## src/rtl/hazard_ctrl_if.sv

```systemverilog
// Pipeline-to-hazard-controller bundle: dependence, MDU handshake, cache
// stall requests and exception info in; stall/flush/redirect controls out.
interface hazard_ctrl_if #(
  parameter int CNT_W = 16
);
  // ID-stage operands
  logic [4:0]       id_rs;
  logic [4:0]       id_rt;
  logic             id_uses_rs;
  logic             id_uses_rt;
  // Loads in flight
  logic             ex_rmem;
  logic [4:0]       ex_wreg;
  logic             mem_rmem;
  logic [4:0]       mem_wreg;
  // Divider handshake
  logic             ex_mdu_op;
  logic             mdu_ready;
  // Cache stall requests
  logic             stallreq_from_if;
  logic             stallreq_from_mem;
  // Exception info from MEM
  logic [31:0]      mem_excepttype;
  logic [31:0]      mem_cp0_epc;
  // Controls back to the pipeline
  logic             if_stall;
  logic             id_stall;
  logic             ex_stall;
  logic             mem_stall;
  logic             if_flush;
  logic             id_flush;
  logic             ex_flush;
  logic             mem_flush;
  logic             wb_flush;
  logic             mdu_start;
  logic             mdu_cancel;
  logic             redirect_valid;
  logic [31:0]      redirect_pc;
  logic [CNT_W-1:0] lu_stall_cnt;

  // Pipeline side: drives status, consumes controls
  modport master (
    output id_rs, id_rt, id_uses_rs, id_uses_rt,
    output ex_rmem, ex_wreg, mem_rmem, mem_wreg,
    output ex_mdu_op, mdu_ready, stallreq_from_if, stallreq_from_mem,
    output mem_excepttype, mem_cp0_epc,
    input  if_stall, id_stall, ex_stall, mem_stall,
    input  if_flush, id_flush, ex_flush, mem_flush, wb_flush,
    input  mdu_start, mdu_cancel, redirect_valid, redirect_pc, lu_stall_cnt
  );

  // Controller side
  modport slave (
    input  id_rs, id_rt, id_uses_rs, id_uses_rt,
    input  ex_rmem, ex_wreg, mem_rmem, mem_wreg,
    input  ex_mdu_op, mdu_ready, stallreq_from_if, stallreq_from_mem,
    input  mem_excepttype, mem_cp0_epc,
    output if_stall, id_stall, ex_stall, mem_stall,
    output if_flush, id_flush, ex_flush, mem_flush, wb_flush,
    output mdu_start, mdu_cancel, redirect_valid, redirect_pc, lu_stall_cnt
  );
endinterface

```

## src/rtl/hazard_ctrl.sv

```systemverilog
// Hazard controller for the 5-stage MIPS pipeline: load-use and divider
// stalls, exception/ERET flushes, a pending redirect held while fetch is
// busy, and a saturating count of load-use stall cycles.
module hazard_ctrl #(
  parameter logic [31:0] EXC_VECTOR     = 32'hBFC00380,
  parameter logic [31:0] ERET_TYPE      = 32'h0000000E,
  parameter int          LOAD_USE_DEPTH = 1,
  parameter int          CNT_W          = 16
) (
  input  logic         clk,
  input  logic         resetn,
  hazard_ctrl_if.slave bus
);

  localparam logic CHECK_MEM_LOAD = (LOAD_USE_DEPTH == 2);

  typedef enum logic [1:0] {
    S_IDLE = 2'd0,
    S_RUN  = 2'd1,
    S_DONE = 2'd2
  } mdu_state_e;

  mdu_state_e       state_q, state_d;
  logic             mdu_start_q, mdu_start_d;
  logic             pend_q, pend_d;
  logic [31:0]      pend_pc_q, pend_pc_d;
  logic [CNT_W-1:0] cnt_q, cnt_d;

  logic             lwstall_s;
  logic             flush_except_s;
  logic [31:0]      exc_pc_s;
  logic             mdu_stall_s;
  logic             mdu_cancel_s;
  logic             ex_stall_s;
  logic             ifid_stall_s;
  logic             ex_flush_s;
  logic             wb_flush_s;
  logic             redirect_valid_s;
  logic [31:0]      redirect_pc_s;

  // True when a nonzero register r is actually read by the ID instruction
  function automatic logic reg_hit(input logic [4:0] r, input logic [4:0] rs,
                                   input logic [4:0] rt, input logic use_rs,
                                   input logic use_rt);
    return (r != 5'd0) && ((use_rs && (r == rs)) || (use_rt && (r == rt)));
  endfunction

  // Decode load-use dependence, exception presence and the redirect target
  always_comb begin
    lwstall_s      = 1'b0;
    flush_except_s = 1'b0;
    exc_pc_s       = EXC_VECTOR;
    if (bus.ex_rmem && reg_hit(bus.ex_wreg, bus.id_rs, bus.id_rt,
                               bus.id_uses_rs, bus.id_uses_rt)) begin
      lwstall_s = 1'b1;
    end else if (CHECK_MEM_LOAD && bus.mem_rmem &&
                 reg_hit(bus.mem_wreg, bus.id_rs, bus.id_rt,
                         bus.id_uses_rs, bus.id_uses_rt)) begin
      lwstall_s = 1'b1;
    end else begin
      lwstall_s = 1'b0;
    end
    flush_except_s = (bus.mem_excepttype != 32'd0);
    if (bus.mem_excepttype == ERET_TYPE) begin
      exc_pc_s = bus.mem_cp0_epc;
    end else begin
      exc_pc_s = EXC_VECTOR;
    end
  end

  // Divider FSM: next state, start request, stall and abort
  always_comb begin
    state_d      = state_q;
    mdu_start_d  = 1'b0;
    mdu_stall_s  = 1'b0;
    mdu_cancel_s = 1'b0;
    case (state_q)
      S_IDLE: begin
        if (bus.ex_mdu_op && !flush_except_s) begin
          state_d     = S_RUN;
          mdu_start_d = 1'b1;
          mdu_stall_s = 1'b1;
        end else begin
          state_d = S_IDLE;
        end
      end
      S_RUN: begin
        mdu_stall_s = !bus.mdu_ready;
        if (flush_except_s) begin
          state_d      = S_IDLE;
          mdu_cancel_s = 1'b1;
        end else if (bus.mdu_ready) begin
          // Result is in; hold it in DONE while MEM keeps EX frozen
          if (bus.stallreq_from_mem) begin
            state_d = S_DONE;
          end else begin
            state_d = S_IDLE;
          end
        end else begin
          state_d = S_RUN;
        end
      end
      S_DONE: begin
        if (flush_except_s || !bus.stallreq_from_mem) begin
          state_d = S_IDLE;
        end else begin
          state_d = S_DONE;
        end
      end
      default: begin
        state_d = S_IDLE;
      end
    endcase
  end

  // Pending redirect capture and load-use stall counter
  always_comb begin
    pend_d    = pend_q;
    pend_pc_d = pend_pc_q;
    cnt_d     = cnt_q;
    if (flush_except_s) begin
      // Latest exception always wins the saved target
      pend_pc_d = exc_pc_s;
      if (bus.stallreq_from_if) begin
        pend_d = 1'b1;
      end else begin
        pend_d = pend_q;
      end
    end else if (!bus.stallreq_from_if) begin
      pend_d = 1'b0;
    end else begin
      pend_d = pend_q;
    end
    if (lwstall_s && !flush_except_s && (cnt_q != {CNT_W{1'b1}})) begin
      cnt_d = cnt_q + CNT_W'(1'b1);
    end else begin
      cnt_d = cnt_q;
    end
  end

  // Stage stall/flush and redirect mux
  always_comb begin
    ex_stall_s       = mdu_stall_s || bus.stallreq_from_mem;
    ifid_stall_s     = lwstall_s || ex_stall_s || bus.stallreq_from_if;
    ex_flush_s       = flush_except_s || (lwstall_s && !ex_stall_s);
    wb_flush_s       = flush_except_s || bus.stallreq_from_mem;
    redirect_valid_s = flush_except_s || pend_q;
    // With no redirect pending, show the live target (the vector when idle)
    if (pend_q && !flush_except_s) begin
      redirect_pc_s = pend_pc_q;
    end else begin
      redirect_pc_s = exc_pc_s;
    end
  end

  // State registers
  always_ff @(posedge clk or negedge resetn) begin
    if (!resetn) begin
      state_q     <= S_IDLE;
      mdu_start_q <= 1'b0;
      pend_q      <= 1'b0;
      pend_pc_q   <= 32'd0;
      cnt_q       <= {CNT_W{1'b0}};
    end else begin
      state_q     <= state_d;
      mdu_start_q <= mdu_start_d;
      pend_q      <= pend_d;
      pend_pc_q   <= pend_pc_d;
      cnt_q       <= cnt_d;
    end
  end

  assign bus.if_stall       = ifid_stall_s;
  assign bus.id_stall       = ifid_stall_s;
  assign bus.ex_stall       = ex_stall_s;
  assign bus.mem_stall      = bus.stallreq_from_mem;
  assign bus.if_flush       = flush_except_s;
  assign bus.id_flush       = flush_except_s;
  assign bus.ex_flush       = ex_flush_s;
  assign bus.mem_flush      = flush_except_s;
  assign bus.wb_flush       = wb_flush_s;
  assign bus.mdu_start      = mdu_start_q;
  assign bus.mdu_cancel     = mdu_cancel_s;
  assign bus.redirect_valid = redirect_valid_s;
  assign bus.redirect_pc    = redirect_pc_s;
  assign bus.lu_stall_cnt   = cnt_q;

endmodule

```

## src/flat_wrapper.sv

```systemverilog
// flat-port wrapper written by rule: the top's interface ports become plain ports
module hazard_ctrl_flat 
#(
  parameter logic [31:0] EXC_VECTOR     = 32'hBFC00380,
  parameter logic [31:0] ERET_TYPE      = 32'h0000000E,
  parameter int          LOAD_USE_DEPTH = 1,
  parameter int          CNT_W          = 16
)
  (clk, resetn, bus_id_rs, bus_id_rt, bus_id_uses_rs, bus_id_uses_rt, bus_ex_rmem, bus_ex_wreg, bus_mem_rmem, bus_mem_wreg, bus_ex_mdu_op, bus_mdu_ready, bus_stallreq_from_if, bus_stallreq_from_mem, bus_mem_excepttype, bus_mem_cp0_epc, bus_if_stall, bus_id_stall, bus_ex_stall, bus_mem_stall, bus_if_flush, bus_id_flush, bus_ex_flush, bus_mem_flush, bus_wb_flush, bus_mdu_start, bus_mdu_cancel, bus_redirect_valid, bus_redirect_pc, bus_lu_stall_cnt);
  hazard_ctrl_if #(.CNT_W(CNT_W)) bus_i ();
  input  logic clk;
  input  logic resetn;
  input wire logic [$bits(bus_i.id_rs)-1:0] bus_id_rs;
  input wire logic [$bits(bus_i.id_rt)-1:0] bus_id_rt;
  input wire logic [$bits(bus_i.id_uses_rs)-1:0] bus_id_uses_rs;
  input wire logic [$bits(bus_i.id_uses_rt)-1:0] bus_id_uses_rt;
  input wire logic [$bits(bus_i.ex_rmem)-1:0] bus_ex_rmem;
  input wire logic [$bits(bus_i.ex_wreg)-1:0] bus_ex_wreg;
  input wire logic [$bits(bus_i.mem_rmem)-1:0] bus_mem_rmem;
  input wire logic [$bits(bus_i.mem_wreg)-1:0] bus_mem_wreg;
  input wire logic [$bits(bus_i.ex_mdu_op)-1:0] bus_ex_mdu_op;
  input wire logic [$bits(bus_i.mdu_ready)-1:0] bus_mdu_ready;
  input wire logic [$bits(bus_i.stallreq_from_if)-1:0] bus_stallreq_from_if;
  input wire logic [$bits(bus_i.stallreq_from_mem)-1:0] bus_stallreq_from_mem;
  input wire logic [$bits(bus_i.mem_excepttype)-1:0] bus_mem_excepttype;
  input wire logic [$bits(bus_i.mem_cp0_epc)-1:0] bus_mem_cp0_epc;
  output wire logic [$bits(bus_i.if_stall)-1:0] bus_if_stall;
  output wire logic [$bits(bus_i.id_stall)-1:0] bus_id_stall;
  output wire logic [$bits(bus_i.ex_stall)-1:0] bus_ex_stall;
  output wire logic [$bits(bus_i.mem_stall)-1:0] bus_mem_stall;
  output wire logic [$bits(bus_i.if_flush)-1:0] bus_if_flush;
  output wire logic [$bits(bus_i.id_flush)-1:0] bus_id_flush;
  output wire logic [$bits(bus_i.ex_flush)-1:0] bus_ex_flush;
  output wire logic [$bits(bus_i.mem_flush)-1:0] bus_mem_flush;
  output wire logic [$bits(bus_i.wb_flush)-1:0] bus_wb_flush;
  output wire logic [$bits(bus_i.mdu_start)-1:0] bus_mdu_start;
  output wire logic [$bits(bus_i.mdu_cancel)-1:0] bus_mdu_cancel;
  output wire logic [$bits(bus_i.redirect_valid)-1:0] bus_redirect_valid;
  output wire logic [$bits(bus_i.redirect_pc)-1:0] bus_redirect_pc;
  output wire logic [$bits(bus_i.lu_stall_cnt)-1:0] bus_lu_stall_cnt;
  assign bus_i.id_rs = bus_id_rs;
  assign bus_i.id_rt = bus_id_rt;
  assign bus_i.id_uses_rs = bus_id_uses_rs;
  assign bus_i.id_uses_rt = bus_id_uses_rt;
  assign bus_i.ex_rmem = bus_ex_rmem;
  assign bus_i.ex_wreg = bus_ex_wreg;
  assign bus_i.mem_rmem = bus_mem_rmem;
  assign bus_i.mem_wreg = bus_mem_wreg;
  assign bus_i.ex_mdu_op = bus_ex_mdu_op;
  assign bus_i.mdu_ready = bus_mdu_ready;
  assign bus_i.stallreq_from_if = bus_stallreq_from_if;
  assign bus_i.stallreq_from_mem = bus_stallreq_from_mem;
  assign bus_i.mem_excepttype = bus_mem_excepttype;
  assign bus_i.mem_cp0_epc = bus_mem_cp0_epc;
  assign bus_if_stall = bus_i.if_stall;
  assign bus_id_stall = bus_i.id_stall;
  assign bus_ex_stall = bus_i.ex_stall;
  assign bus_mem_stall = bus_i.mem_stall;
  assign bus_if_flush = bus_i.if_flush;
  assign bus_id_flush = bus_i.id_flush;
  assign bus_ex_flush = bus_i.ex_flush;
  assign bus_mem_flush = bus_i.mem_flush;
  assign bus_wb_flush = bus_i.wb_flush;
  assign bus_mdu_start = bus_i.mdu_start;
  assign bus_mdu_cancel = bus_i.mdu_cancel;
  assign bus_redirect_valid = bus_i.redirect_valid;
  assign bus_redirect_pc = bus_i.redirect_pc;
  assign bus_lu_stall_cnt = bus_i.lu_stall_cnt;
  hazard_ctrl #(.EXC_VECTOR(EXC_VECTOR), .ERET_TYPE(ERET_TYPE), .LOAD_USE_DEPTH(LOAD_USE_DEPTH), .CNT_W(CNT_W)) u_core (.clk(clk), .resetn(resetn), .bus(bus_i));
endmodule
```

## config.mk

```make
export PLATFORM = sky130hd
export DESIGN_NAME = hazard_ctrl_flat
export DESIGN_NICKNAME = d
export VERILOG_FILES = /design/src/rtl/hazard_ctrl_if.sv /design/src/rtl/hazard_ctrl.sv /design/src/flat_wrapper.sv
export SDC_FILE = /design/constraint.sdc
export NUM_CORES = 1
export LEC_CHECK = 0
export CAP_MARGIN = 0
export CORE_MARGIN = 2
export CORE_UTILIZATION = 30
export DETAILED_ROUTE_END_ITERATION = 16
export DONT_BUFFER_PORTS = 1
export GPL_TIMING_DRIVEN = 1
export PLACE_DENSITY_LB_ADDON = 0.08
export SLEW_MARGIN = 30
export SYNTH_ARGS = -nofsm -noshare
export SYNTH_HDL_FRONTEND = slang
export SYNTH_SLANG_ARGS = --single-unit
```

## constraint.sdc

```tcl
create_clock -name clk -period 6.4 [get_ports clk]
set_input_delay 1.28 -clock clk [delete_from_list [all_inputs] [get_ports clk]]
set_output_delay 1.28 -clock clk [all_outputs]
set_load 0.01 [all_outputs]
```

Word level (Yosys, flattened, before mapping)
Cells that the tools add are included.
- bits in registers: 52
- input port bits: 94
- output and inout bits: 60
- logic and storage cells: 56
- add/sub/neg operators: 1
- equal/unequal tests: 8
- multiplexer cells: 17
- reductions and logical operators: 25
- operators with widths (kind ; count):
    $mux 32 ; 2
    $eq 32x4->1 const B ; 1
    $reduce_bool 32->1 ; 1
    $add 16x1->16 const B ; 1
    $ne 16x16->1 const B ; 1
    $eq 5x5->1 ; 2
    $logic_and 1x1->1 ; 9
    $mux 1 ; 9
    $logic_or 1x1->1 ; 8
    $mux 2 ; 4
    $pmux 2 s3 ; 1
    $reduce_bool 5->1 ; 1
    $logic_not 1->1 ; 4
    $eq 2x1->1 const B ; 1
    $eq 2x2->1 const B ; 1
    $logic_not 2->1 ; 1
    $ne 2x1->1 const B ; 1
    $ne 2x2->1 const B ; 1
    $pmux 1 s2 ; 1
    $reduce_and 2->1 ; 1

Logic depth before layout (Yosys ltp)
- depth after elaboration: 9
- depth in mapped cells: 7
- depth with buffers taken out: 6

Worst setup path after synthesis
No wires, ideal clock.
- path kind: input to output
- from: in bus_ex_wreg[1]
- to: out bus_if_stall
- arrival time: 2.778 ns
- required time: 5.120 ns
- path slack: 2.342 ns
- stages on the path: 5
- buffers on the path: 1
- path through: or4_1 o21a_1 nand2_1 or3b_2 buf_4
- longest elaborated chain between the ends: 8
- elaborated cells between the ends (all ways): 11
- those cells by class: eq/ne: 2; mux: 1; reduce/logical: 8
- RTL lines (element ; line ; source):
    from (decl) ; flat_wrapper.sv:18 ; input wire logic [$bits(bus_i.ex_wreg)-1:0] bus_ex_wreg;
    $eq 5x5->1 ; hazard_ctrl.sv:45 ; return (r != 5'd0) && ((use_rs && (r == rs)) || (use_rt && (r == rt)));
    $logic_and 1x1->1 ; hazard_ctrl.sv:45 ;
    $logic_or 1x1->1 ; hazard_ctrl.sv:45 ;
    $logic_and 1x1->1 * ; hazard_ctrl.sv:45 ;
    $logic_and 1x1->1 * ; hazard_ctrl.sv:53 ; if (bus.ex_rmem && reg_hit(bus.ex_wreg, bus.id_rs, bus.id_rt,
    $mux 1 * ; hazard_ctrl.sv:53 ;
    $logic_or 1x1->1 * (2 in series) ; hazard_ctrl.sv:144 ; ifid_stall_s = lwstall_s || ex_stall_s || bus.stallreq_from_if;
    to (decl) ; flat_wrapper.sv:27 ; output wire logic [$bits(bus_i.if_stall)-1:0] bus_if_stall;
Mark *: on every way between the ends. The rest lies on a longest branch, timed or not.

Worst setup path in the final report
- from: in bus_mem_excepttype[13]
- to: out bus_redirect_pc[0]
- longest elaborated chain between the ends: 4
- elaborated cells between the ends (all ways): 6
- those cells by class: eq/ne: 1; mux: 2; reduce/logical: 3
- RTL lines (element ; line ; source):
    from (decl) ; flat_wrapper.sv:25 ; input wire logic [$bits(bus_i.mem_excepttype)-1:0] bus_mem_excepttype;
    $reduce_bool 32->1 ; hazard_ctrl.sv:63 ; flush_except_s = (bus.mem_excepttype != 32'd0);
    $logic_not 1->1 ; hazard_ctrl.sv:149 ; if (pend_q && !flush_except_s) begin
    $logic_and 1x1->1 ; hazard_ctrl.sv:149 ;
    $mux 32 * ; hazard_ctrl.sv:149 ;
    to (decl) ; flat_wrapper.sv:39 ; output wire logic [$bits(bus_i.redirect_pc)-1:0] bus_redirect_pc;
Marked as above.

==> results.md <==
- Worst setup margin: between 1500 and 2000 ps
- Die Span Y: 98.48 µm
- CTS tree: yes
- Synth area leaders: dfrtp_1 49%, a22o_1 13%, o22a_1 7.9%, xnor2_1 4.6%, xor2_1 2.9%
- Pins Over Slew Limit: 0
- Delay-heaviest family, CP: simple AND/OR/NAND/NOR gates
- Dominant synthesized flop cell: dfrtp_1
- Min-delay src: u_core.pend_pc_q[0]$_DFFE_PN0P_
- DRT Wirelength: around 6800 µm
- Die W: approximately 98 µm
- First-pass GRT wire length: between 10000 and 15000 µm
- Worst relative slew slack: 0.4676
- Largest net degree at the start of global routing: 53
- ANT nets after route: 0
- Crit. End Element: output port
- CTS Buffer Depth: 2
- Worst Path Max Fanout: 20
- Layout cell share with drive strength beyond 1: 0.08333
- Area growth syn-to-layout: 6.916%
- Peak VDD IR: about 0.11 mV
- Hold WC Path Type: register to register
- Most frequent cell after synthesis: dfrtp_1
- Power Density: just under 200 mW/mm²
- RSZ-0062 raised after global routing: no
- Finished Cell Area: around 0.0029 mm²
- CTS Hold Buffers Added: 0
- Worst path cell trace: nor4_1 > nand4_1 > nor3_4 > and2_1 > a22o_1
- Hold depth: 1
- Post-synth EDFFs: 0
- Post-synthesis cell count: between 200 and 250
- CTS Buf Count: 5
- DR vias/cell: 5.580
- Vias in the first global route: between 2000 and 2500
- Cell area after synthesis: 0.002678 mm²
- Final Skew: just under 10 ps
- Worst Path Buf+Inv: 0
- Tcrit/Tclk final: 0.7218
- Slowest stage delay, CP: roughly 730 ps
- WP data required: 5120 ps
- # port buffers: 0
- TNS Setup: 0 ps
- Post-synth ARST share: 1.000
- Gpl congestion: about 0.8
- P_leak: between 1 and 1.5 nW
- Final Setup Violations: 0
- Synth Warn #: 0
- Hold Vio Cnt, Final: 0
- Global route overflow: 0
- Critical path launch point: bus_mem_excepttype[13]
- Outcome: complete, no violations
- Synth top area share: 0.4860
- Total power: 559.5 µW
- Router iterations before antenna repair: 4
- # diodes: 0
- Initial antenna violation count: 0
- DP HPWL: roughly 4700 µm
- Post-Route Utilization: 0.3299
- Worst r2r path cells: 6
- Final cell count without fillers: approximately 350
- Top-Level Pins: around 150
- DR WL/cell: 19.47 µm
- Syn Nets: approximately 340
- Largest area contributor in the netlist: dfrtp_1
- Via Count: a little under 2000
- Layout Nets: 336
- # resized after CTS: 0
- Least-Margin Pin Slew: between 700 and 800 ps
- Crit path time final: between 4000 and 5000 ps
- Reg clk slew, reported paths: around 90 ps
- Crit path kind: input port to output port
- Worst hold margin: 517.2 ps
- Setup repair bufs after CTS: 0
- Core ar.: around 0.0087 mm²
- Place WS: roughly 1700 ps
- Syn Area/Cell: 10.75 µm²
- Critical path arrival: roughly 3300 ps
- Slowest-stage cell, CP: and2_1
- Fmax: ~220 MHz
- Post-synth top cells: 52 x dfrtp_1, 40 x a22o_1, 24 x o22a_1, 14 x xnor2_1, 13 x nand2_1
- Placed Area: about 0.0028 mm²
- FF-to-FF Start: u_core.bus.lu_stall_cnt[9]$_DFFE_PN0P_
- Clk Latency, worst-skew pair: around 300 ps
- Die ar.: 0.009697 mm²
- Root buffer cell: clkbuf_8
- Maxcap violations: 0
- Cells after DPL: between 300 and 400
- WP depth: 5
- Synth Register Bits: 52
- Drt initial violations: 60
- H-tree depth: 2
- Detailed-route DRC error count: 0
- CP startpoint kind: input port
- Total GRT Usage: 0.1396
- Register area share after synthesis: 0.4860
- Fillers: between 900 and 1000
- Site Rows: 34
- Clk sinks: 52
- Initial Util: 0.3085
- Yosys cell types: 37
==> power breakdown <==
| group | internal (mW) | switching [mW] |
|---|---|---|
| Combinational | 0.00727 | 0.00477 |
| Clock | 0.113 | 0.107 |
| Sequential | 0.328 | 0.0000000000529 |
==> final cells by class <==
cell class / count / area (µm²) / share of cell area
well taps: 108 / 135.1 / 0.04720
clock buffers: 5 / 68.82 / 0.02404
repair buffers: 5 / 41.29 / 0.01442
clock inverters: 1 / 30.03 / 0.01049
multi-input cells: 171 / 1264 / 0.4414
inverters: 6 / 22.52 / 0.007867
flip-flops and latches: 52 / 1301 / 0.4545
==> path summary, 6_finish.rpt <==
kind	endpoint	slack, ps
min in group asynchronous	u_core.bus.lu_stall_cnt[9]$_DFFE_PN0P_	660
min	u_core.pend_pc_q[0]$_DFFE_PN0P_	520
min reg2reg	u_core.pend_pc_q[0]$_DFFE_PN0P_	520
max reg2reg	u_core.bus.lu_stall_cnt[1]$_DFFE_PN0P_	4210
max in group asynchronous	u_core.pend_pc_q[2]$_DFFE_PN0P_	5640
max	bus_redirect_pc[0]	1780
==> cells in the final DEF (no fill, tap or decap), drive strengths merged <==
master   instances
nor3             8
nand2b           5
nand2           13
o2111ai          1
xor2             9
nand4            6
o21ai            3
or2              2
a22o            40
nor2b            1
clkbuf           5
nor4             9
o22a            24
o22ai            1
ha               1
maj3             1
buf              5
a21oi            1
or3              3
nor2            11
xnor2           15
mux2             2
nand3            9
and4             1
bufinv           1
o21a             1
or3b             1
inv              6
dfrtp           52
or4              1
and3             1
and2             1
==> routing by layer <==
layer	wire, µm	share of wire	GRT usage	up-vias
met5	0	0	0	-
met4	82	0.012	0.03899	0
met1	3058	0.45	0.1920	967
li1	-	-	-	906
met2	3165	0.47	0.2151	62
met3	471	0.069	0.04184	7
==> worst reg2reg max path: stages, from the launching register on <==
cell and delay (ps):
dfrtp_1 480, nand3_1 180, nor3_1 280, nand3_1 170
o2111ai_1 390, buf_4 250, mux2_2 340
==> state kept, by name (all words and copies together) (netlist names) <==
register and count:
u_core.state_q 2, u_core.bus.mdu_start 1, u_core.pend_pc_q 32, u_core.pend_q 1, u_core.bus.lu_stall_cnt 16
==> cell families (layout without fill, tap and decap cells) <==
group	Yosys count	in the layout	synth area share
compound gates	71	71	0.2252
xor+xnor	24	24	0.08131
simple gates	72	72	0.1463
fa+ha+maj	2	2	0.008411
buf+inv	26	17	0.04439
flops	52	52	0.4860
mux	2	2	0.008411
Power figures use the tool's default switching activity.
